[config.mk]
export PLATFORM = sky130hd
export DESIGN_NAME = v7_peak_detector
export DESIGN_NICKNAME = d
export VERILOG_FILES = /design/src/rtl/v7_peak_detector.sv
export SDC_FILE = /design/constraint.sdc
export NUM_CORES = 1
export LEC_CHECK = 0
export BUFFER_PORTS_ARGS = -buffer_cell sky130_fd_sc_hd__buf_2
export CORE_ASPECT_RATIO = 1.5
export CORE_MARGIN = 3
export CORE_UTILIZATION = 60
export CTS_BUF_LIST = sky130_fd_sc_hd__clkbuf_16
export CTS_CLUSTER_DIAMETER = 50
export DETAILED_ROUTE_END_ITERATION = 6
export PLACE_DENSITY = 0.82
export SYNTH_ARGS = -nofsm -noshare
export SYNTH_HDL_FRONTEND = slang
export SYNTH_SLANG_ARGS = --single-unit
[constraint.sdc]
create_clock -name clk -period 8.8 [get_ports clk]
set_input_delay 1.76 -clock clk [delete_from_list [all_inputs] [get_ports clk]]
set_output_delay 1.76 -clock clk [all_outputs]
set_load 0.01 [all_outputs]
[src/rtl/v7_peak_detector.sv]
// Peak detector for the variant-7 trapezoidal filter: finds threshold-crossing pulses,
// tracks amplitude/time/width with hysteresis pile-up detection, emits one event per pulse.
module v7_peak_detector #(
    parameter int SIZE_FILTER_DATA = 16,
    parameter int TS_W             = 32,
    parameter int HYST             = 16,
    parameter int HOLDOFF          = 4,
    parameter int MAX_WIDTH        = 255
) (
    input  logic                        clk,
    input  logic                        reset,
    input  logic                        enable,
    input  logic [SIZE_FILTER_DATA-1:0] filter_data,
    input  logic [SIZE_FILTER_DATA-1:0] threshold,
    output logic                        peak_valid,
    input  logic                        peak_ready,
    output logic [SIZE_FILTER_DATA-1:0] peak_amp,
    output logic [TS_W-1:0]             peak_time,
    output logic [7:0]                  peak_width,
    output logic [1:0]                  peak_flags,
    output logic [15:0]                 lost_count
);

    localparam int DW = SIZE_FILTER_DATA;
    localparam int EW = SIZE_FILTER_DATA + 1;

    typedef enum logic [2:0] {
        S_IDLE = 3'd0,
        S_RISE = 3'd1,
        S_FALL = 3'd2,
        S_EMIT = 3'd3,
        S_HOLD = 3'd4
    } state_t;

    state_t               state_q, state_d;
    logic [TS_W-1:0]      ts_cnt_q, ts_cnt_d;
    logic [TS_W-1:0]      ts_q, ts_d;
    logic [TS_W-1:0]      max_ts_q, max_ts_d;
    logic signed [DW-1:0] x_q, x_d;
    logic signed [DW-1:0] x_prev_q, x_prev_d;
    logic signed [DW-1:0] max_q, max_d;
    logic signed [DW-1:0] min_q, min_d;
    logic [7:0]           width_q, width_d;
    logic [7:0]           hold_q, hold_d;
    logic [1:0]           flags_q, flags_d;
    logic                 peak_valid_q, peak_valid_d;
    logic [DW-1:0]        peak_amp_q, peak_amp_d;
    logic [TS_W-1:0]      peak_time_q, peak_time_d;
    logic [7:0]           peak_width_q, peak_width_d;
    logic [1:0]           peak_flags_q, peak_flags_d;
    logic [15:0]          lost_q, lost_d;

    logic signed [DW-1:0] thr_s;
    logic signed [EW-1:0] x_ext_s;
    logic signed [EW-1:0] fall_lvl_s;
    logic signed [EW-1:0] rise_lvl_s;
    logic                 above_s;
    logic                 cross_s;
    logic                 new_max_s;
    logic                 timeout_s;
    logic                 slot_free_s;
    logic [7:0]           width_inc_s;

    // Hysteresis levels are widened by one bit so max-HYST / min+HYST never wrap.
    always_comb begin
        thr_s       = $signed(threshold);
        x_ext_s     = $signed({x_q[DW-1], x_q});
        fall_lvl_s  = $signed({max_q[DW-1], max_q}) - $signed(EW'(HYST));
        rise_lvl_s  = $signed({min_q[DW-1], min_q}) + $signed(EW'(HYST));
        above_s     = (x_q > thr_s);
        cross_s     = (x_prev_q <= thr_s) && above_s;
        new_max_s   = (x_q > max_q);
        width_inc_s = width_q + 8'd1;
        timeout_s   = (width_inc_s == 8'(MAX_WIDTH));
        slot_free_s = !peak_valid_q || peak_ready;
    end

    // Next-state logic for the pulse FSM, sample pipeline and output slot.
    always_comb begin
        state_d      = state_q;
        ts_cnt_d     = ts_cnt_q + TS_W'(1);
        ts_d         = ts_cnt_q;
        x_d          = $signed(filter_data);
        x_prev_d     = x_q;
        max_d        = max_q;
        max_ts_d     = max_ts_q;
        min_d        = min_q;
        width_d      = width_q;
        hold_d       = hold_q;
        flags_d      = flags_q;
        peak_amp_d   = peak_amp_q;
        peak_time_d  = peak_time_q;
        peak_width_d = peak_width_q;
        peak_flags_d = peak_flags_q;
        lost_d       = lost_q;
        if (peak_valid_q && peak_ready) begin
            peak_valid_d = 1'b0;
        end else begin
            peak_valid_d = peak_valid_q;
        end

        if (!enable) begin
            state_d = S_IDLE;
        end else begin
            case (state_q)
                S_IDLE: begin
                    if (cross_s) begin
                        state_d  = S_RISE;
                        max_d    = x_q;
                        max_ts_d = ts_q;
                        width_d  = 8'd1;
                        flags_d  = 2'b00;
                    end else begin
                        state_d = S_IDLE;
                    end
                end
                S_RISE: begin
                    if (new_max_s) begin
                        max_d    = x_q;
                        max_ts_d = ts_q;
                    end else begin
                        max_d    = max_q;
                        max_ts_d = max_ts_q;
                    end
                    if (!above_s) begin
                        state_d = S_EMIT;
                    end else begin
                        width_d = width_inc_s;
                        if (timeout_s) begin
                            flags_d[1] = 1'b1;
                            state_d    = S_EMIT;
                        end else if (x_ext_s <= fall_lvl_s) begin
                            min_d   = x_q;
                            state_d = S_FALL;
                        end else begin
                            state_d = S_RISE;
                        end
                    end
                end
                S_FALL: begin
                    if (!above_s) begin
                        state_d = S_EMIT;
                    end else begin
                        width_d = width_inc_s;
                        if (x_ext_s >= rise_lvl_s) begin
                            flags_d[0] = 1'b1;
                            if (new_max_s) begin
                                max_d    = x_q;
                                max_ts_d = ts_q;
                            end else begin
                                max_d    = max_q;
                                max_ts_d = max_ts_q;
                            end
                        end else if (x_q < min_q) begin
                            min_d = x_q;
                        end else begin
                            min_d = min_q;
                        end
                        if (timeout_s) begin
                            flags_d[1] = 1'b1;
                            state_d    = S_EMIT;
                        end else if (x_ext_s >= rise_lvl_s) begin
                            state_d = S_RISE;
                        end else begin
                            state_d = S_FALL;
                        end
                    end
                end
                S_EMIT: begin
                    if (slot_free_s) begin
                        peak_valid_d = 1'b1;
                        peak_amp_d   = max_q;
                        peak_time_d  = max_ts_q;
                        peak_width_d = width_q;
                        peak_flags_d = flags_q;
                    end else if (lost_q != 16'hFFFF) begin
                        lost_d = lost_q + 16'd1;
                    end else begin
                        lost_d = lost_q;
                    end
                    hold_d  = 8'd0;
                    state_d = S_HOLD;
                end
                S_HOLD: begin
                    if (hold_q >= 8'(HOLDOFF - 1)) begin
                        state_d = S_IDLE;
                    end else begin
                        hold_d  = hold_q + 8'd1;
                        state_d = S_HOLD;
                    end
                end
                default: begin
                    state_d = S_IDLE;
                end
            endcase
        end
    end

    // State and output registers with synchronous reset.
    always_ff @(posedge clk) begin
        if (reset) begin
            state_q      <= S_IDLE;
            ts_cnt_q     <= '0;
            ts_q         <= '0;
            x_q          <= '0;
            x_prev_q     <= '0;
            max_q        <= '0;
            max_ts_q     <= '0;
            min_q        <= '0;
            width_q      <= 8'd0;
            hold_q       <= 8'd0;
            flags_q      <= 2'b00;
            peak_valid_q <= 1'b0;
            peak_amp_q   <= '0;
            peak_time_q  <= '0;
            peak_width_q <= 8'd0;
            peak_flags_q <= 2'b00;
            lost_q       <= 16'd0;
        end else begin
            state_q      <= state_d;
            ts_cnt_q     <= ts_cnt_d;
            ts_q         <= ts_d;
            x_q          <= x_d;
            x_prev_q     <= x_prev_d;
            max_q        <= max_d;
            max_ts_q     <= max_ts_d;
            min_q        <= min_d;
            width_q      <= width_d;
            hold_q       <= hold_d;
            flags_q      <= flags_d;
            peak_valid_q <= peak_valid_d;
            peak_amp_q   <= peak_amp_d;
            peak_time_q  <= peak_time_d;
            peak_width_q <= peak_width_d;
            peak_flags_q <= peak_flags_d;
            lost_q       <= lost_d;
        end
    end

    assign peak_valid = peak_valid_q;
    assign peak_amp   = peak_amp_q;
    assign peak_time  = peak_time_q;
    assign peak_width = peak_width_q;
    assign peak_flags = peak_flags_q;
    assign lost_count = lost_q;

endmodule

==> metrics.txt <==
clock tree sinks 256; total CTS buffers 25; Reg2Reg Setup Slack 4360 ps; cell type with the highest aggregate area in the netlist dfxtp_1; Worst EP required 9220 ps; final worst slack 4360 ps; Area Growth Syn to Fin 12.3%; cell mode on critical path a221oi_1; RSZ-0062 raised after global routing false; critical path arrival 4860 ps; Placement Setup Slack 3940 ps; max cap viols 0; hold depth 2; FILL cells 1611; Port Buffers 110; wire length per cell 16.1 µm; worst skew pair latency 520 ps; Core Area 19200 µm²; vias 9600; fmax 225 MHz; Hold-fix buffers, CTS 0; PostCTS Resize Cnt 0; post-route ant nets 0; crit-path cells nor4_1 > nand2_1 > nor2_1 > xnor2_1 > ha_1 > a21o_1 > a2111o_1 > a221oi_1 > a221oi_1 > o21ai_1 > nand4b_1 > mux2i_1; Top Family by Delay on Critical Path simple AND/OR/NAND/NOR gates; R2R cell count 12; PwrDens 184 nW/µm²; clock tree root driver cell clkbuf_16; GR Util met1 0.282; GRT Total Usage 0.254; drt total wl 27.7 mm; critical path's largest stage delay 940 ps; initial antenna violation count 0; Mapped Area 11800 µm²; Worst Setup Start Kind flop; Syn Area/Cell 8.67 µm²; FF-to-FF End min_q[0]; sequential share of the synthesized area 0.435; worst slew pin tran 1210 ps; Slowest cell on crit path nand4b_1; Post-synth EDFFs 0; Hold WC Path Type flop to flop; 1st-iter DRT viols 597; final period utilization 0.504; 1st-pass router iterations 5; synth top area cells dfxtp_1 44%, ha_1 10%, nand2_1 8.6%; async set-reset flop share out of synthesis 0; row count 62; largest net degree at the start of global routing 97; clk_skew 9.44 ps; slew margin rel. 0.187; VDD IR-drop max 0.178 mV; GRT overflow 0; M2 GR Usage 0.475; CP endpoint kind flop; first-pass GRT wire length 44.9 mm; hold path startpoint ts_q[2]; top-area cell type share of the netlist area 0.435; synthesized flop and latch total 256; die width 120 µm; GRT busiest layer met2; Post-CTS Setup Repair Bufs 0; worst path bufs/invs 0; layout cells sized above 1 0.107; CTS clk-pin slew, worst paths 60 ps; H-tree levels 1; Final setup viols 0; placer congestion estimate 0.933; Setup crit start max_q[6]; dpl hpwl 19.5 mm; critical path class flop to flop; status finished, final reports clean; total power 2.44 mW; Synth Warn # 0; Final min period 4440 ps; CTS tree built; Syn Inst Count 1358; Hold EP max_ts_q[2]; Die Y 178 µm; IO Pins 111; Residual DRC 0; Initial Utilization 0.612; Max clock buf depth 3; Primary FF master, synth dfxtp_1; die area 21400 µm²; nets 1577; unique cell type count in the Yosys netlist 57; Slew Limit Fails 0; TNS Setup 0 ps; final hold vios 0; worst r2r src max_q[6]; CP max FO 16; met3 Use GR 0.0271; number of global-route vias before repair 9429; leak pwr 5.64 nW; net count after synthesis 1491; # diodes 0; vias per inst 5.59
-- through the flow --
step	instance area (µm²)	instances	hold WS (ps)	utilization
floorplan	11800	1358	423	-
global placement	12400	1673	426	0.647
detailed placement	12400	1673	434	0.647
CTS	13200	1718	445	0.687
global route	13200	1718	459	0.687
finish	13200	1718	441	0.687
-- sequential cells by signal (all words and copies together) (netlist names), 32 cells and up --
register and cells:
max_ts_q 32, peak_time 32, ts_cnt_q 32, ts_q 32
-- cells by family after synthesis --
family	after synthesis	synth area share
XOR/XNOR	60	0.0447
adder cells (fa/ha/maj)	97	0.103
AO/OA/AOI/OAI	182	0.0919
flip-flops	256	0.435
multiplexers	68	0.0578
AND/OR/NAND/NOR	551	0.218
buffers and inverters	144	0.0491
-- worst max-delay path by stage --
stage | endpoint | slack (ps) | depth (start not counted)
3_5_place_dp | min_q[0] | 3940 | 10
3_3_place_gp | min_q[1] | 4130 | 10
4_1_cts | min_q[0] | 4370 | 12
6_report | min_q[0] | 4360 | 12
2_1_floorplan | max_q[10] | 4900 | 11
5_1_grt | min_q[15] | 4000 | 12
-- worst register-to-register path, stage by stage, from the launching register on --
cell	delay, ps
dfxtp_1	370
nor4_1	510
nand2_1	290
nor2_1	190
xnor2_1	140
ha_1	270
a21o_1	180
a2111o_1	400
a221oi_1	210
a221oi_1	170
o21ai_1	200
nand4b_1	940
mux2i_1	470
-- final cells by class --
class                           count  area, µm²  share of cell area
Clock buffer                       25        626              0.0473
Clock inverter                     20        150              0.0114
Inverter                           89        335              0.0254
Multi-Input combinational cell    958       6080               0.460
Sequential cell                   256       5120               0.388
Tap cell                          256        320              0.0242
Timing Repair Buffer              114        583              0.0441
-- Yosys cell counts, types with 2 or more instances --
cell type  count
a2111o_1       3
a2111oi_2      2
a211oi_1       6
a21o_1         8
a21oi_1      103
a221oi_1       3
a31oi_1        4
a41oi_1        2
and2_1         2
and3_1        14
and4_1         7
buf_1          3
buf_4          4
buf_6          3
clkbuf_1      45
dfxtp_1      256
ha_1          97
inv_1         88
mux2i_1       68
nand2_1      270
nand2b_1       9
nand3_1       34
nand4_1       25
nand4b_1       4
nor2_1        79
nor2b_1       51
nor3_1        19
nor4_1         6
nor4b_1        3
o211ai_1       8
o21ai_0       26
o22ai_1        2
o31ai_1        4
or3_1         19
xnor2_1       36
xor2_1        24
-- cells in the final DEF (no fill, tap or decap), drive strengths merged, types with 9 or more instances in the layout --
master and instances:
nand4 25, nor3 20, mux2i 68, buf 114
clkbuf 25, dfxtp 256, nor2b 51, xnor2 36
xor2 24, ha 97, o21ai 27, or3 19
inv 95, and3 14, nand2b 9, clkinv 11
nand3 34, nand2 270, nor2 79, a21oi 103
-- routing by layer --
| metal | up-vias | wire length [µm] |
|---|---|---|
| met3 | 91 | 1050 |
| li1 | 4748 | - |
| met2 | 237 | 14400 |
| met1 | 4524 | 10800 |
| met4 | 0 | 1490 |
| met5 | - | 0 |
-- where the power goes --
| group | internal, mW | switching, mW | total [mW] |
|---|---|---|---|
| Clock | 0.576 | 0.445 | 1.02 |
| Sequential | 1.17 | 0.0193 | 1.19 |
| Combinational | 0.0892 | 0.136 | 0.225 |
| Total | 1.84 | 0.600 | 2.44 |
Power figures use the tool's default switching activity.
